`config.mk`:
```
export PLATFORM = sky130hd
export DESIGN_NAME = multi_field_display_flat
export DESIGN_NICKNAME = d
export VERILOG_FILES = /design/src/rtl/multi_field_display_if.sv /design/src/rtl/multi_field_display.sv /design/src/flat_wrapper.sv
export SDC_FILE = /design/constraint.sdc
export NUM_CORES = 1
export LEC_CHECK = 0
export CORE_ASPECT_RATIO = 1.75
export CORE_MARGIN = 2
export CORE_UTILIZATION = 45
export DETAILED_ROUTE_END_ITERATION = 8
export PLACE_DENSITY = 0.74
export SKIP_LAST_GASP = 1
export SLEW_MARGIN = 20
export SYNTH_ARGS = -nofsm -noshare
export SYNTH_HDL_FRONTEND = slang
export SYNTH_SLANG_ARGS = --single-unit
```
`constraint.sdc`:
```
create_clock -name Clk -period 2.6 [get_ports Clk]
set_input_delay 0.39 -clock Clk [delete_from_list [all_inputs] [get_ports Clk]]
set_output_delay 0.39 -clock Clk [all_outputs]
set_load 0.01 [all_outputs]
```
`src/rtl/multi_field_display_if.sv`:
```
// multi_field_display_if
// Groups the load handshake, value bus, decimal-point request and the
// multiplexed display pins of multi_field_display.
//   Values     : FIELDS packed unsigned values, field f at [f*NUM_WIDTH +: NUM_WIDTH]
//   Load       : capture request (ignored while Busy)
//   BlankZeros : leading-zero blanking mode, captured with Load
//   DpMask     : live per-digit decimal-point request, 1 = on
//   out7/dp    : active-low segments {a..g} and decimal point
//   en_out     : active-low one-hot digit enables
//   Busy/Done  : conversion in progress / one-cycle commit pulse
// master = producer of values and consumer of the pins, slave = the driver.
interface multi_field_display_if #(
  parameter int FIELDS       = 2,
  parameter int FIELD_DIGITS = 4,
  parameter int NUM_WIDTH    = 14
);
  localparam int DIGITS = FIELDS * FIELD_DIGITS;

  logic [FIELDS*NUM_WIDTH-1:0] Values;
  logic                        Load;
  logic                        BlankZeros;
  logic [DIGITS-1:0]           DpMask;
  logic [6:0]                  out7;
  logic                        dp;
  logic [DIGITS-1:0]           en_out;
  logic                        Busy;
  logic                        Done;

  modport master (
    output Values, Load, BlankZeros, DpMask,
    input  out7, dp, en_out, Busy, Done
  );

  modport slave (
    input  Values, Load, BlankZeros, DpMask,
    output out7, dp, en_out, Busy, Done
  );
endinterface

```
`src/rtl/multi_field_display.sv`:
```
// multi_field_display
// Multiplexed active-low 7-segment driver showing FIELDS unsigned values as
// FIELD_DIGITS-wide decimal fields. A sequential double-dabble converter
// (one bit per clock, one field after another) produces BCD; results are
// committed to the display registers in a single clock so the display never
// shows a partially converted frame.
// Ports:
//   Clk : system clock, rising edge
//   Rst : synchronous active-high reset
//   bus : multi_field_display_if.slave (values, handshake, display pins)
//
// state   | meaning
// IDLE    | waiting for Load, display shows last committed frame
// CONVERT | one double-dabble step per clock on field fld
// COMMIT  | copy decoded segments into display registers, pulse Done
module multi_field_display #(
  parameter int FIELDS       = 2,
  parameter int FIELD_DIGITS = 4,
  parameter int NUM_WIDTH    = 14,
  parameter int REFRESH_BITS = 17
) (
  input logic                   Clk,
  input logic                   Rst,
  multi_field_display_if.slave  bus
);
  localparam int DIGITS = FIELDS * FIELD_DIGITS;
  localparam int BCD_W  = 4 * FIELD_DIGITS;
  localparam int F_W    = (FIELDS > 1) ? $clog2(FIELDS) : 1;
  localparam int B_W    = (NUM_WIDTH > 1) ? $clog2(NUM_WIDTH) : 1;
  localparam int D_W    = (DIGITS > 1) ? $clog2(DIGITS) : 1;
  localparam int LIMIT  = 10 ** FIELD_DIGITS;

  localparam logic [6:0] SEG_BLANK = 7'b1111111;
  localparam logic [6:0] SEG_DASH  = 7'b1111110;

  typedef enum logic [1:0] {IDLE, CONVERT, COMMIT} state_t;

  state_t state, state_nxt;
  logic   load_accept, field_end, last_field;

  logic [FIELDS-1:0][NUM_WIDTH-1:0] shadow;
  logic                             blank_mode;
  logic [FIELDS-1:0]                ovf;
  logic [F_W-1:0]                   fld, fld_nxt;
  logic [B_W-1:0]                   bit_cnt;
  logic [NUM_WIDTH-1:0]             bin;
  logic [BCD_W-1:0]                 bcd, bcd_adj, bcd_shift;
  logic [FIELDS-1:0][BCD_W-1:0]     field_bcd;
  logic [DIGITS-1:0][6:0]           disp, disp_nxt;
  logic                             done_q;

  logic [REFRESH_BITS-1:0] pres;
  logic [D_W-1:0]          idx;
  logic [6:0]              seg_q;
  logic                    dp_q;
  logic [DIGITS-1:0]       en_q;

  function automatic logic [6:0] seg_of(input logic [3:0] n);
    case (n)
      4'd0:    seg_of = 7'b0000001;
      4'd1:    seg_of = 7'b1001111;
      4'd2:    seg_of = 7'b0010010;
      4'd3:    seg_of = 7'b0000110;
      4'd4:    seg_of = 7'b1001100;
      4'd5:    seg_of = 7'b0100100;
      4'd6:    seg_of = 7'b0100000;
      4'd7:    seg_of = 7'b0001111;
      4'd8:    seg_of = 7'b0000000;
      4'd9:    seg_of = 7'b0000100;
      default: seg_of = SEG_BLANK;
    endcase
  endfunction

  // ---------------- FSM ----------------
  always_ff @(posedge Clk) begin
    if (Rst) state <= IDLE;
    else     state <= state_nxt;
  end

  assign field_end  = (bit_cnt == B_W'(NUM_WIDTH - 1));
  assign last_field = (fld == F_W'(FIELDS - 1));
  assign fld_nxt    = last_field ? '0 : fld + 1'b1;

  always_comb begin
    state_nxt   = state;
    load_accept = 1'b0;
    case (state)
      IDLE: begin
        if (bus.Load) begin
          load_accept = 1'b1;
          state_nxt   = CONVERT;
        end
      end
      CONVERT: begin
        if (field_end && last_field) state_nxt = COMMIT;
      end
      COMMIT:  state_nxt = IDLE;
      default: state_nxt = IDLE;
    endcase
  end

  // ---------------- double-dabble datapath ----------------
  always_comb begin
    bcd_adj = bcd;
    for (int i = 0; i < FIELD_DIGITS; i++) begin
      if (bcd[4*i +: 4] >= 4'd5) bcd_adj[4*i +: 4] = bcd[4*i +: 4] + 4'd3;
    end
  end

  // Digits above the field width are dropped; such values are shown as
  // dashes anyway, so only the low FIELD_DIGITS nibbles need to be exact.
  assign bcd_shift = {bcd_adj[BCD_W-2:0], bin[NUM_WIDTH-1]};

  always_ff @(posedge Clk) begin
    if (Rst) begin
      shadow     <= '0;
      blank_mode <= 1'b0;
      ovf        <= '0;
      fld        <= '0;
      bit_cnt    <= '0;
      bin        <= '0;
      bcd        <= '0;
      field_bcd  <= '0;
      disp       <= {DIGITS{SEG_BLANK}};
      done_q     <= 1'b0;
    end else begin
      done_q <= (state == COMMIT);
      if (load_accept) begin
        shadow     <= bus.Values;
        blank_mode <= bus.BlankZeros;
        for (int f = 0; f < FIELDS; f++) begin
          ovf[f] <= (32'(bus.Values[f*NUM_WIDTH +: NUM_WIDTH]) >= 32'(LIMIT));
        end
        fld     <= '0;
        bit_cnt <= '0;
        bin     <= bus.Values[NUM_WIDTH-1:0];
        bcd     <= '0;
      end else if (state == CONVERT) begin
        if (field_end) begin
          field_bcd[fld] <= bcd_shift;
          bcd            <= '0;
          bit_cnt        <= '0;
          fld            <= fld_nxt;
          bin            <= shadow[fld_nxt];
        end else begin
          bcd     <= bcd_shift;
          bit_cnt <= bit_cnt + 1'b1;
          bin     <= bin << 1;
        end
      end
      if (state == COMMIT) disp <= disp_nxt;
    end
  end

  // Segment decode per field: dash on overflow, otherwise blank zeros above
  // the most significant non-zero digit (digit 0 always shown).
  logic       seen_nz;
  logic [3:0] nib;
  always_comb begin
    disp_nxt = '0;
    seen_nz  = 1'b0;
    nib      = '0;
    for (int f = 0; f < FIELDS; f++) begin
      seen_nz = 1'b0;
      for (int k = FIELD_DIGITS - 1; k >= 0; k--) begin
        nib = field_bcd[f][4*k +: 4];
        if (nib != 4'd0) seen_nz = 1'b1;
        if (ovf[f])
          disp_nxt[f*FIELD_DIGITS + k] = SEG_DASH;
        else if (blank_mode && !seen_nz && (k != 0))
          disp_nxt[f*FIELD_DIGITS + k] = SEG_BLANK;
        else
          disp_nxt[f*FIELD_DIGITS + k] = seg_of(nib);
      end
    end
  end

  // ---------------- scan ----------------
  always_ff @(posedge Clk) begin
    if (Rst) begin
      pres  <= '0;
      idx   <= '0;
      seg_q <= SEG_BLANK;
      dp_q  <= 1'b1;
      en_q  <= '1;
    end else begin
      pres <= pres + 1'b1;
      if (pres == '1) idx <= (idx == D_W'(DIGITS - 1)) ? '0 : idx + 1'b1;
      en_q  <= ~(DIGITS'(1) << idx);
      seg_q <= disp[idx];
      dp_q  <= ~bus.DpMask[idx];
    end
  end

  assign bus.out7   = seg_q;
  assign bus.dp     = dp_q;
  assign bus.en_out = en_q;
  assign bus.Busy   = (state != IDLE);
  assign bus.Done   = done_q;
endmodule

```
`src/flat_wrapper.sv`:
```
// flat-port wrapper written by rule: the top's interface ports become plain ports
module multi_field_display_flat 
#(
  parameter int FIELDS       = 2,
  parameter int FIELD_DIGITS = 4,
  parameter int NUM_WIDTH    = 14,
  parameter int REFRESH_BITS = 17
)
  (Clk, Rst, bus_Values, bus_Load, bus_BlankZeros, bus_DpMask, bus_out7, bus_dp, bus_en_out, bus_Busy, bus_Done);
  multi_field_display_if #(.FIELDS(FIELDS), .FIELD_DIGITS(FIELD_DIGITS), .NUM_WIDTH(NUM_WIDTH)) bus_i ();
  input logic Clk;
  input logic Rst;
  input wire logic [$bits(bus_i.Values)-1:0] bus_Values;
  input wire logic [$bits(bus_i.Load)-1:0] bus_Load;
  input wire logic [$bits(bus_i.BlankZeros)-1:0] bus_BlankZeros;
  input wire logic [$bits(bus_i.DpMask)-1:0] bus_DpMask;
  output wire logic [$bits(bus_i.out7)-1:0] bus_out7;
  output wire logic [$bits(bus_i.dp)-1:0] bus_dp;
  output wire logic [$bits(bus_i.en_out)-1:0] bus_en_out;
  output wire logic [$bits(bus_i.Busy)-1:0] bus_Busy;
  output wire logic [$bits(bus_i.Done)-1:0] bus_Done;
  assign bus_i.Values = bus_Values;
  assign bus_i.Load = bus_Load;
  assign bus_i.BlankZeros = bus_BlankZeros;
  assign bus_i.DpMask = bus_DpMask;
  assign bus_out7 = bus_i.out7;
  assign bus_dp = bus_i.dp;
  assign bus_en_out = bus_i.en_out;
  assign bus_Busy = bus_i.Busy;
  assign bus_Done = bus_i.Done;
  multi_field_display #(.FIELDS(FIELDS), .FIELD_DIGITS(FIELD_DIGITS), .NUM_WIDTH(NUM_WIDTH), .REFRESH_BITS(REFRESH_BITS)) u_core (.Clk(Clk), .Rst(Rst), .bus(bus_i));
endmodule
```
==> results.yml <==
route:
  drc: 0
  post_drt_via_cell_ratio: 5.93
  dr.pass1.iters: 8
  antenna_left: 0
  drtIter0Drc: 753
  wl_per_cell_um: 18.4
  dr_total_vias: 10500
  wirelength_um: 32700
  highest_layer: "met4"
  wl_met2_um: 16800
  met3_length_um: 1460
  m1WireLength_um: 11800
setup_path:
  worst_ep_arrival_time_ns: 2.89
  path_buf_inv: 2
  critPathKind: "reg2reg"
  path_delay_family: "simple AND/OR/NAND/NOR gates"
  r2r_start: "u_core.bcd[9]$_SDFFE_PP0P_"
  crit_chain: "inv_1, ha_1, nor2b_1, or3_1, a311oi_2, inv_1, ha_1, or2_0, a32o_1"
  startpoint: "u_core.bcd[9]$_SDFFE_PP0P_"
  startpoint_type: "register"
  rrSetupSlack_ns: 0.13
  worst_ep_required_time_ns: 3.02
  critPathSlowestCell: "or3_1"
  endpoint_kind: "register"
  cp_max_fo: 5
  cp_slowest_stage_delay_ns: 0.46
logic_synthesis:
  ys_seq_area_share_pct: 41.9
  postSynthAreaPerCell_um2: 8.78
  synth_ff_type: "dfxtp_1"
  synth_edf_count: 0
  ys_ff_latch: 249
  yosysWarnings: 0
  async_reset_ff_share_pct: 0
  synth_cells: 1354
  synth_area_um2: 11900
  synth_cell_types: 87
  syn_nets: 1450
die:
  core_area_um2: 26000
  dieArea_um2: 27800
  ios: 58
  die_x_um: 127
  die_y_um: 219
  initial_core_util_pct: 45.8
  rows: 78
layout:
  syn_to_final_growth_pct: 18.3
  diodes: 0
  fillerInstances: 2351
  drive_gt1_share_pct: 14.0
  finalNetCount: 1533
clock_tree:
  h-tree-depth: 1
  cts_buffer_depth: 3
  cts_tree: "built"
  cts_root_buffer: "clkbuf_16"
  cts_inserted_buffers: 24
  clk-insertion-delay-late_ns: 0.55
  clock-sinks: 249
  clk_transition_reported_paths_ns: 0.07
  ctsHoldBuffers: 0
global_routing:
  gr-total-overflow: 0
  grt_antenna_before_repair: 0
  grt_pass1_wl_um: 52300
  grt_pass1_vias: 10300
  grt.total_usage_pct: 23.3
  grt_max_degree: 76
power:
  p_leak_uw: 0.00540
  powerDensity_nw_per_um2: 563
  power_uw: 7920
  peakVddDrop_uv: 486
placed_design:
  dp_hpwl_um: 24200
  portBuffers: 57
  place_ws_ns: 0.117
  gp_congestion: 0.964
sta:
  finalSetupTns_ns: 0
  hold_viol: 0
  setup_ws_ns: 0.129
  fin_skew_ns: 0.0290
  max_freq_mhz: 405
  setup_viol: 0
  tightest_slew_ns: 1.09
  finalMaxSlewViolations: 0
  min_period_over_period_pct: 95.0
  max_slew_margin_pct: 27.3
  min_period_ns: 2.47
min_path:
  min_path_type: "in2reg"
  worstHoldStart: "Rst"
run_status:
  outcome: "complete, no violations"
flow_run:
  maxCapViolations: 0
==> per-stage QoR <==
stage	instances	hold WS (ns)	instance area, um^2	utilization, %
after global placement	1731	0.422	13200	50.8
final	1775	0.361	14100	54.2
after CTS	1775	0.349	14000	54.0
after global routing	1775	0.372	14100	54.2
after detailed placement	1731	0.430	13200	50.8
after floorplan	1354	0.414	11900	-
==> worst reg2reg max path, stage by stage (launching register included) <==
cell,delay (ns)
dfxtp_1,0.33
inv_1,0.06
ha_1,0.18
nor2b_1,0.15
or3_1,0.46
a311oi_2,0.32
inv_1,0.11
ha_1,0.33
or2_0,0.23
a32o_1,0.20
==> metal layers <==
metal | vias up | global-route usage (%)
li1 | 5045 | -
met1 | 4959 | 24.3
met2 | 397 | 42.8
met3 | 130 | 2.39
met4 | 0 | 17.0
met5 | - | 0
==> kinds of logic after synthesis <==
group | share of synthesized area [%]
xor gates and xnor gates | 0.957
buffers and inverters | 5.14
muxes | 4.90
adders and majority gates | 5.89
AOI/OAI and AO/OA | 22.6
DFF | 41.9
and+or+nand+nor | 18.6
==> placed cells by master, fill, tap and decap left out, types with 16 or more instances in the layout <==
cell type,instances
nand2_1,222
o22ai_1,39
inv_1,56
nor2_1,100
a21oi_1,106
ha_1,56
mux4_2,16
o21ai_0,42
clkdlybuf4s50_1,56
a211oi_1,16
or3_1,20
dfxtp_1,249
clkbuf_16,24
buf_4,86
nand3_1,22
nor3_1,30
o31ai_1,19
o211ai_1,17
==> final cells by class <==
| cell class | instances | area, um^2 | share of cell area (%) |
|---|---|---|---|
| clock buffer | 30 | 653 | 4.64 |
| clock inverter | 14 | 179 | 1.27 |
| inverter | 58 | 218 | 1.55 |
| multi-input combinational | 959 | 6360 | 45.2 |
| sequential | 249 | 4980 | 35.4 |
| tap | 320 | 400 | 2.85 |
| timing repair buffer | 145 | 1270 | 9.00 |
==> cells in the mapped netlist (all sizes together) (7+ instances only) <==
cell	n	area, um^2
clkbuf	49	188
a22oi	10	75.1
nor3	32	170
nand2b	14	87.6
o22ai	39	244
a211oi	31	300
nor2	100	375
o31ai	24	214
o21a	7	52.6
o21ai	47	239
o211ai	17	128
a31oi	15	100
mux2i	11	110
and2	9	56.3
nand2	223	845
a222oi	13	130
a311oi	13	114
ha	56	701
or3	20	125
nor4	10	62.6
nor2b	8	50.1
nand3b	10	100
a211o	7	61.3
buf	39	206
dfxtp	249	4980
mux4	16	360
a21oi	107	539
inv	57	214
xor2	7	61.3
nand3	23	128
o32ai	11	156
mux2	10	113
==> path summary, 6_finish.rpt <==
check,to,cells past startpoint
setup / recovery,register,9
setup reg to reg,register,9
hold reg to reg,u_core.disp[48]$_SDFFE_PP1P_,2
hold / removal,u_core.pres[9]$_SDFF_PP0_,3
==> power by group <==
group	internal, uW	switching (uW)
Clock	2110	1560
Combinational	148	209
Sequential	3860	34.7
==> repair_timing <==
item | 4_1_cts | 5_1_grt
buffers inserted | 0 | 0
gates resized for setup | 0 | 8
setup endpoints to repair | 0 | 15
(Power assumes the default switching activity.)
